`src/rtl/cmd_frame_parser.sv`:
```
// cmd_frame_parser: turns an AA 55 type len_hi len_lo payload [checksum] byte stream into command strobes (CMD_CHECKSUM_EN adds the checksum byte).
// Latency: cmd_start 1 cycle after cmd_ready seen in START, cmd_data_valid 1 cycle after each accepted byte, cmd_done 1 cycle after the last of those.
// Backpressure: in_ready follows cmd_ready in PAYLOAD, is 0 in START/DONE and 1 elsewhere; an inter-byte timeout counts only while in_ready is high.
module cmd_frame_parser #(
  parameter int TIMEOUT_CYCLES = 100000,
  parameter int MAX_LEN        = 1024
) (
  input  logic        clk,
  input  logic        rst_n,
  input  logic [7:0]  in_data,
  input  logic        in_valid,
  output logic        in_ready,
  output logic [7:0]  cmd_type,
  output logic [15:0] cmd_length,
  output logic [7:0]  cmd_data,
  output logic [15:0] cmd_data_index,
  output logic        cmd_start,
  output logic        cmd_data_valid,
  output logic        cmd_done,
  output logic        cmd_error,
  input  logic        cmd_ready
);

  localparam logic [15:0] LP_MAX_LEN  = 16'(MAX_LEN);
  localparam logic [31:0] LP_TMO_LAST = 32'(TIMEOUT_CYCLES - 1);

  typedef enum logic [3:0] {
    S_SYNC0, S_SYNC1, S_TYPE, S_LEN_H, S_LEN_L, S_START, S_PAYLOAD, S_CHECK, S_DONE
  } state_t;

`ifdef CMD_CHECKSUM_EN
  localparam state_t LP_AFTER_DATA = S_CHECK;
`else
  localparam state_t LP_AFTER_DATA = S_DONE;
`endif

  state_t      r_state, w_state_nxt;
  logic [7:0]  r_type_rx, r_len_hi;
  logic [15:0] r_len_rx, r_idx;
  logic [31:0] r_tmo_cnt;
  logic [7:0]  r_cmd_type, r_cmd_data;
  logic [15:0] r_cmd_length, r_cmd_index;
  logic        r_start, r_dvld, r_done, r_err;
`ifdef CMD_CHECKSUM_EN
  logic [7:0]  r_sum;
`endif

  logic        w_in_ready, w_acc, w_tmo;
  logic        w_start_set, w_err_set, w_done_set;
  logic [15:0] w_len;

  assign w_in_ready = (r_state == S_START || r_state == S_DONE) ? 1'b0 :
                      (r_state == S_PAYLOAD) ? cmd_ready : 1'b1;
  assign w_acc      = in_valid & w_in_ready;
  assign w_len      = {r_len_hi, in_data};
  // Idle cycles with the input open run the timer; stalls caused by the handler do not.
  assign w_tmo      = (r_state != S_SYNC0) && w_in_ready && !w_acc && (r_tmo_cnt >= LP_TMO_LAST);

  assign in_ready       = w_in_ready;
  assign cmd_type       = r_cmd_type;
  assign cmd_length     = r_cmd_length;
  assign cmd_data       = r_cmd_data;
  assign cmd_data_index = r_cmd_index;
  assign cmd_start      = r_start;
  assign cmd_data_valid = r_dvld;
  assign cmd_done       = r_done;
  assign cmd_error      = r_err;

  // State register.
  always_ff @(posedge clk or negedge rst_n) begin
    if (!rst_n) r_state <= S_SYNC0;
    else        r_state <= w_state_nxt;
  end

  // Next-state decode and the strobe requests that go with each transition.
  always_comb begin
    w_state_nxt = r_state;
    w_start_set = 1'b0;
    w_err_set   = 1'b0;
    w_done_set  = 1'b0;
    case (r_state)
      S_SYNC0: if (w_acc && in_data == 8'hAA) w_state_nxt = S_SYNC1;
      S_SYNC1: if (w_acc) begin
        if (in_data == 8'h55)      w_state_nxt = S_TYPE;
        else if (in_data == 8'hAA) w_state_nxt = S_SYNC1;
        else                       w_state_nxt = S_SYNC0;
      end
      S_TYPE:  if (w_acc) w_state_nxt = S_LEN_H;
      S_LEN_H: if (w_acc) w_state_nxt = S_LEN_L;
      S_LEN_L: if (w_acc) begin
        if (w_len > LP_MAX_LEN) begin
          w_err_set   = 1'b1;
          w_state_nxt = S_SYNC0;
        end else begin
          w_state_nxt = S_START;
        end
      end
      S_START: if (cmd_ready) begin
        w_start_set = 1'b1;
        w_state_nxt = (r_len_rx == 16'd0) ? LP_AFTER_DATA : S_PAYLOAD;
      end
      S_PAYLOAD: if (w_acc && r_idx == r_len_rx - 16'd1) w_state_nxt = LP_AFTER_DATA;
      S_CHECK: begin
`ifdef CMD_CHECKSUM_EN
        if (w_acc) begin
          if (in_data == r_sum) begin
            w_state_nxt = S_DONE;
          end else begin
            w_err_set   = 1'b1;
            w_state_nxt = S_SYNC0;
          end
        end
`else
        w_state_nxt = S_SYNC0;
`endif
      end
      S_DONE: begin
        w_done_set  = 1'b1;
        w_state_nxt = S_SYNC0;
      end
      default: w_state_nxt = S_SYNC0;
    endcase
    // Timeout wins; it is only reported once the handler has seen cmd_start.
    if (w_tmo) begin
      w_state_nxt = S_SYNC0;
      w_err_set   = (r_state == S_PAYLOAD || r_state == S_CHECK);
    end
  end

  // Header capture, payload delivery, strobes and the inter-byte timer.
  always_ff @(posedge clk or negedge rst_n) begin
    if (!rst_n) begin
      r_type_rx    <= '0;
      r_len_hi     <= '0;
      r_len_rx     <= '0;
      r_idx        <= '0;
      r_tmo_cnt    <= '0;
      r_cmd_type   <= '0;
      r_cmd_length <= '0;
      r_cmd_data   <= '0;
      r_cmd_index  <= '0;
      r_start      <= 1'b0;
      r_dvld       <= 1'b0;
      r_done       <= 1'b0;
      r_err        <= 1'b0;
    end else begin
      r_start <= w_start_set;
      r_err   <= w_err_set;
      r_done  <= w_done_set;
      r_dvld  <= 1'b0;
      if (r_state == S_SYNC0 || w_acc) r_tmo_cnt <= '0;
      else if (w_tmo)                  r_tmo_cnt <= '0;
      else if (w_in_ready)             r_tmo_cnt <= r_tmo_cnt + 32'd1;
      if (r_state == S_TYPE  && w_acc) r_type_rx <= in_data;
      if (r_state == S_LEN_H && w_acc) r_len_hi  <= in_data;
      if (r_state == S_LEN_L && w_acc) r_len_rx  <= w_len;
      if (w_start_set) begin
        r_cmd_type   <= r_type_rx;
        r_cmd_length <= r_len_rx;
        r_idx        <= '0;
      end
      if (r_state == S_PAYLOAD && w_acc) begin
        r_dvld      <= 1'b1;
        r_cmd_data  <= in_data;
        r_cmd_index <= r_idx;
        r_idx       <= r_idx + 16'd1;
      end
    end
  end

`ifdef CMD_CHECKSUM_EN
  // Running sum of type, length and payload; restarted on each sync word.
  always_ff @(posedge clk or negedge rst_n) begin
    if (!rst_n) begin
      r_sum <= '0;
    end else if (w_acc) begin
      if (r_state == S_SYNC1)
        r_sum <= '0;
      else if (r_state == S_TYPE || r_state == S_LEN_H || r_state == S_LEN_L || r_state == S_PAYLOAD)
        r_sum <= r_sum + in_data;
    end
  end
`endif

endmodule

```
`config.mk`:
```
export PLATFORM = sky130hd
export DESIGN_NAME = cmd_frame_parser
export DESIGN_NICKNAME = d
export VERILOG_FILES = /design/src/rtl/cmd_frame_parser.sv
export SDC_FILE = /design/constraint.sdc
export NUM_CORES = 1
export LEC_CHECK = 0
export ABC_AREA = 1
export BUFFER_PORTS_ARGS = -buffer_cell sky130_fd_sc_hd__buf_2
export CELL_PAD_IN_SITES_DETAIL_PLACEMENT = 1
export CELL_PAD_IN_SITES_GLOBAL_PLACEMENT = 1
export CORE_ASPECT_RATIO = 0.5
export CORE_UTILIZATION = 49
export CTS_BUF_LIST = sky130_fd_sc_hd__clkbuf_8
export DETAILED_ROUTE_END_ITERATION = 10
export PLACE_DENSITY_LB_ADDON = 0.1
export SLEW_MARGIN = 20
export SYNTH_ARGS = -nofsm -noshare
export SYNTH_HDL_FRONTEND = slang
export SYNTH_SLANG_ARGS = --single-unit
```
`constraint.sdc`:
```
create_clock -name clk -period 4.51 [get_ports clk]
set_clock_uncertainty 0.15 [all_clocks]
set_input_delay 1.1275 -clock clk [delete_from_list [all_inputs] [get_ports clk]]
set_output_delay 1.1275 -clock clk [all_outputs]
set_load 0.005 [all_outputs]
```
==> run_results.csv, run 1 <==
group,metric,value,unit
timing,period_needed,3206,ps
logic_synthesis,synth_seq_area_share,0.5082,
pwr,power.total,4.794,mW
clocking,cts_made_buffers,17,
timing,max_slew.worst_pin.slew,994.5,ps
timing,final-setup-viol-count,0,
clocking,cts_tree,"done",
timing,timing.final.max_slew_violations,0,
grt,met1_usage,0.3431,
pwr,cellPowerDensity,633.5,nW/um^2
finish,syn_to_final_growth,13.00,%
grt,overflow,0,
min_path,hp-class,"register to register",
critical_path,cp_max_fo,9,
pwr,peakVddDrop,0.2475,mV
timing,relSlewSlack,0.3370,
critical_path,crit_path_end_kind,"output port",
clocking,cts_setup_buffers,0,
grt,antenna_found_initial,0,
critical_path,arrival,1930,ps
timing,hold_viol,0,
drt,routed_wl,17.58,mm
drt,dr.pass1.iters,5,
placed_design,dp_hpwl,12.48,mm
clocking,clock_latency,450,ps
finish,nets,922,
min_path,hold_path_depth,2,
logic_synthesis,ys_top_cells_by_area,"dfrtp_1 51%, nand2_1 15%, inv_1 5.4%",
logic_synthesis,synth_warnings,0,
grt,grt_pass1_vias,6187,
critical_path,reg2reg_from,"r_state[0]$_DFFE_PN0P_",
min_path,min_to,"cmd_length[10]$_DFFE_PN0P_",
timing,fin_crit_sh,0.7108,
grt,grt_pass1_wl,30.29,mm
drt,drc,0,
critical_path,worst_ep_required_time,3230,ps
finish,drive_gt1_frac,0.1436,
timing,rsz0062_at_grt,"false",
finish,final_common_cell,"nand2_1",
placed_design,place_area,7153,sq um
grt,grt-busiest-layer,"met2",
clocking,post_cts_resized,0,
floorplan,fp-row-count,29,
timing,clock.fmax,312.0,MHz
logic_synthesis,synth-seq-cells,136,
critical_path,rrSetupSlack,1720,ps
grt,grtUsageTotal,0.2737,
logic_synthesis,synth_area,6696,sq um
timing,whs,322.1,ps
clocking,cts_max_level,4,
critical_path,critPathLaunchType,"register",
outcome,status,"completed",
finish,layout_common_cells,"264 x nand2_1, 136 x dfrtp_1, 96 x inv_1, 82 x nor2_1, 68 x o21ai_0",
critical_path,worstSetupPathType,"register to output port",
pwr,p_leak,3.881,nW
logic_synthesis,synth_top_area_cell,"dfrtp_1",
floorplan,start_util,0.5155,
logic_synthesis,netlist.area_leader.share,0.5082,
floorplan,die-width,167.3,um
logic_synthesis,synth_cell_types,41,
floorplan,coreArea,12990,sq um
placed_design,gp_routability_congestion,0.8854,
logic_synthesis,postSynthCellCount,839,
clocking,clk_path_buf_depth,2,
drt,vias,5751,
grt,grt_max_degree,109,
critical_path,ff2ff_path_depth,7,
floorplan,die_y,84.66,um
critical_path,cp-startpoint,"r_state[3]$_DFFE_PN0P_",
drt,drt-initial-drc-count,315,
logic_synthesis,avgSynthCellArea,7.981,sq um
drt,ant_nets,0,
floorplan,io-pin-count,65,
finish,nFillCells,1640,
logic_synthesis,syn-num-nets,855,
clocking,clk_pin_slew,90,ps
placed_design,io_buffers,64,
clocking,root_buffer,"clkbuf_8",
floorplan,die_area,14170,sq um
timing,setup_tns,0,ps
grt,use_met3,0.05092,
grt,met2_usage,0.4811,
clocking,ctsHoldBuffers,0,
placed_design,dpl_worst_slack,1395,ps
finish,diodes,0,
timing,fin_ws,1304,ps
min_path,min_from,"cmd_length[10]$_DFFE_PN0P_",
drt,wl_per_cell,16.14,um
critical_path,worstReg2RegEnd,"r_idx[15]$_DFFE_PN0P_",
job,cap_violations,0,
clocking,cts_num_sinks,136,
drt,vias_per_cell,5.281,
finish,final_area,7567,sq um
synthesized netlist by cell type:
cell type,instances
nand4_2,1
o311ai_0,1
clkbuf_1,3
xnor2_1,7
o32ai_1,4
nor2_4,4
mux2_4,3
and3_1,1
inv_1,96
o221ai_1,2
or2_2,1
o21bai_1,1
nor4_4,1
xor2_1,12
nor2_2,6
o21ai_0,68
o22ai_1,14
a21oi_2,1
o31ai_1,1
a21oi_1,10
nor3_4,1
o21a_1,1
buf_2,12
nor4_1,2
nand2_2,4
inv_2,7
nand3_1,38
ha_1,4
nor2_8,1
a211o_1,1
dfrtp_1,136
o211ai_1,2
nand4_1,8
nor3_1,14
o21ai_1,14
nand3b_1,4
buf_4,3
buf_6,1
nor2_1,82
nand2_1,264
nand2_4,3
registers in the layout (all words and copies together) (netlist names):
register,count
r_state,4
r_tmo_cnt,32
r_len_rx,16
r_len_hi,8
cmd_data,8
cmd_type,8
cmd_start,1
r_idx,16
cmd_data_valid,1
r_type_rx,8
cmd_data_index,16
cmd_error,1
cmd_length,16
cmd_done,1
worst max-delay path, cell delays in order (launching register included):
cell	delay, ps
dfrtp_1	380
inv_1	80
nand2_2	70
inv_2	60
nand2_1	90
nor2_2	260
nand2_1	150
nand2_4	190
inv_2	80
buf_2	130
area by class of cell:
type / instances / area, sq um / area share
clock inverters: 15 / 180.2 / 0.02381
well taps: 170 / 212.7 / 0.02811
inverters: 103 / 386.6 / 0.05109
clock buffers: 17 / 234.0 / 0.03092
repair buffers: 67 / 349.1 / 0.04613
flip-flops and latches: 136 / 3403 / 0.4497
multi-input cells: 581 / 2801 / 0.3702
logic make-up (layout without fill, tap and decap cells):
kind of cell,after synthesis,after routing,synth area share
AOI/OAI and AO/OA,120,120,0.09922
xor gates and xnor gates,19,19,0.02485
adders and majority gates,4,4,0.007474
buffers and inverters,122,202,0.07343
DFF,136,136,0.5082
muxes,3,3,0.006726
and+or+nand+nor,435,435,0.2801
through the flow:
step | cells | util
global placement | 1057 | 0.5507
detailed placement | 1057 | 0.5507
CTS | 1089 | 0.5825
global route | 1089 | 0.5825
floorplan | 839 | -
finish | 1089 | 0.5825
worst max path at each step:
stage | cells past startpoint | end | slack [ps]
finish | 9 | in_ready | 1300
CTS | 9 | in_ready | 1280
global route | 9 | in_ready | 1170
detailed placement | 6 | in_ready | 1390
global placement | 6 | in_ready | 1390
floorplan | 5 | in_ready | 1420
where the power goes:
group	switching (mW)	internal [mW]
clock network	0.560	0.516
logic	1.12	0.653
registers	0.355	1.58
total	2.04	2.75
layer usage:
| layer | up-vias | share of wire |
|---|---|---|
| li1 | 2804 | - |
| met4 | 0 | 0.012 |
| met3 | 18 | 0.032 |
| met1 | 2857 | 0.46 |
| met5 | - | 0 |
| met2 | 72 | 0.49 |
No activity file was read; power rests on OpenSTA's default activity.
==> run 2: changes to the inputs <==
- CORE_UTILIZATION: 49 -> 41
- clock period: 4.51 -> 2.7 ns (I/O delays scaled with it)
==> run_results.csv, run 2 (synthesized netlist as in run 1, its figures left out) <==
group,metric,value,unit
pwr,peakVddDrop,0.3158,mV
pwr,p_leak,3.985,nW
job,cap_violations,0,
drt,drt-initial-drc-count,211,
finish,largest_reg_flops,32,
finish,syn_to_final_growth,16.82,%
timing,clock.fmax,395.7,MHz
grt,met1_usage,0.3198,
outcome,status,"completed",
floorplan,start_util,0.4267,
critical_path,worstSetupPathType,"register to output port",
pwr,switching_share,0.4139,
critical_path,crit_path_end_kind,"output port",
drt,drc,0,
clocking,clock_latency,460,ps
grt,grt-busiest-layer,"met2",
pwr,power_switching,3.364,mW
timing,timing.final.max_slew_violations,0,
critical_path,cp_num_buf_inv,4,
critical_path,path_cells,"inv_1, nand2_2, inv_2, nand2_1, nor2_2, nand2_1, nand2_4, inv_2, buf_2",
critical_path,cp_max_fo,7,
drt,routed_wl,18.21,mm
timing,final-setup-viol-count,0,
clocking,root_buffer,"clkbuf_8",
timing,setup_tns,0,ps
finish,nets,938,
grt,grt_max_degree,52,
placed_design,dpl_worst_slack,228.6,ps
critical_path,arrival,1700,ps
clocking,ctsHoldBuffers,0,
grt,grt_pass1_vias,5897,
grt,use_met3,0.05309,
clocking,cts_made_buffers,17,
placed_design,io_buffers,64,
floorplan,die-width,182.7,um
floorplan,io-pin-count,65,
drt,vias,5756,
critical_path,worst_ep_required_time,1880,ps
placed_design,gp_routability_congestion,0.9193,
min_path,hp-class,"input pin to async pin",
finish,layout_common_cells,"264 x nand2_1, 136 x dfrtp_1, 95 x inv_1, 82 x nor2_1, 68 x o21ai_0",
drt,vias_per_cell,4.979,
pwr,internal-power,4.765,mW
critical_path,reg2reg_from,"r_len_rx[0]$_DFFE_PN0P_",
pwr,p_clk_frac,0.230,
critical_path,cp-startpoint,"r_state[3]$_DFFE_PN0P_",
clocking,clk_pin_slew,90,ps
timing,relSlewSlack,0.6536,
pwr,seqPwrFrac,0.395,
clocking,cts_tree,"done",
grt,met2_usage,0.3912,
drt,wl_per_cell,15.75,um
grt,antenna_found_initial,0,
critical_path,slowest_delay,400,ps
grt,overflow,0,
finish,drive_gt1_frac,0.1626,
critical_path,critPathLaunchType,"register",
floorplan,coreArea,15700,sq um
clocking,cts_max_level,4,
floorplan,die_area,16880,sq um
floorplan,die_y,92.37,um
clocking,clk_path_buf_depth,2,
timing,fin_ws,173.0,ps
finish,diodes,0,
floorplan,fp-row-count,32,
pwr,comb_power_share,0.375,
grt,grt_pass1_wl,30.93,mm
placed_design,dp_hpwl,13.51,mm
finish,top_register,"r_tmo_cnt",
drt,dr.pass1.iters,4,
finish,final_common_cell,"nand2_1",
timing,fin_crit_sh,0.9359,
critical_path,crit_slowest_cell,"dfrtp_1",
timing,period_needed,2527,ps
grt,grtUsageTotal,0.2386,
critical_path,cpLargestDelayFamily,"simple AND/OR/NAND/NOR gates",
timing,rsz0062_at_grt,"false",
pwr,cellPowerDensity,1039,nW/um^2
timing,hold_viol,0,
clocking,cts_num_sinks,136,
timing,max_slew.worst_pin.slew,519.5,ps
drt,ant_nets,0,
[run 2: cell count changes in the layout (fill, tap and decap cells not counted), moves of 2 or more]
cell      delta
nor3_1       -2
clkinv_4     +3
nor3_2       +2
buf_12       +3
buf_4       +13
inv_8        -4
[run 2: power groups by stage]
stage / registers [mW] / logic (mW) / clock network (mW)
6_report: 3.21 / 3.05 / 1.87
5_1_grt: 3.29 / 3.51 / 2.01
4_1_cts: 3.21 / 3.06 / 1.93
3_5_place_dp: 3.24 / 3.02 / 0
3_3_place_gp: 3.22 / 2.95 / 0
2_1_floorplan: 3.12 / 2.05 / 0
[run 2: path summary, 6_finish.rpt]
path | endpoint | slack (ps) | depth (start not counted)
setup / recovery | in_ready | 170 | 9
hold / removal | cmd_data_index[0]$_DFFE_PN0P_ | 8 | 1
setup reg to reg | r_state[2]$_DFFE_PN0P_ | 260 | 15
hold reg to reg | cmd_length[11]$_DFFE_PN0P_ | 320 | 2
max in group asynchronous | r_len_rx[1]$_DFFE_PN0P_ | 1760 | 2
min in group clk | cmd_length[11]$_DFFE_PN0P_ | 320 | 2
[run 2: layout make-up]
class,instances,area [sq um]
fill,1959,7873
sequential,136,3403
multi-input combinational,581,2814
timing repair buffer,83,506.7
inverter,103,386.6
tap,221,276.5
clock buffer,18,247.7
clock inverter,14,187.7
[run 2: layer usage]
metal,share of wire,vias up
met5,0,-
met2,0.47,65
met1,0.48,2831
met4,0.011,0
met3,0.029,22
li1,-,2838
[run 2: stage by stage]
stage	hold slack (ps)	instance area [sq um]	power [mW]	utilization	std cells
floorplan	229.4	6696	5.164	-	839
global placement	300.9	7345	6.169	0.4680	1120
detailed placement	303.8	7345	6.264	0.4680	1120
CTS	5.346	7790	8.197	0.4963	1152
global route	17.63	7823	8.820	0.4984	1156
finish	7.940	7823	8.129	0.4984	1156
[run 2: what timing repair did]
action                                  CTS  global route
gates resized for setup                   2             2
endpoints found under the setup margin    1             4
pin swaps                                 0             1
hold endpoints to repair                  0             0
setup buffers                             0             4
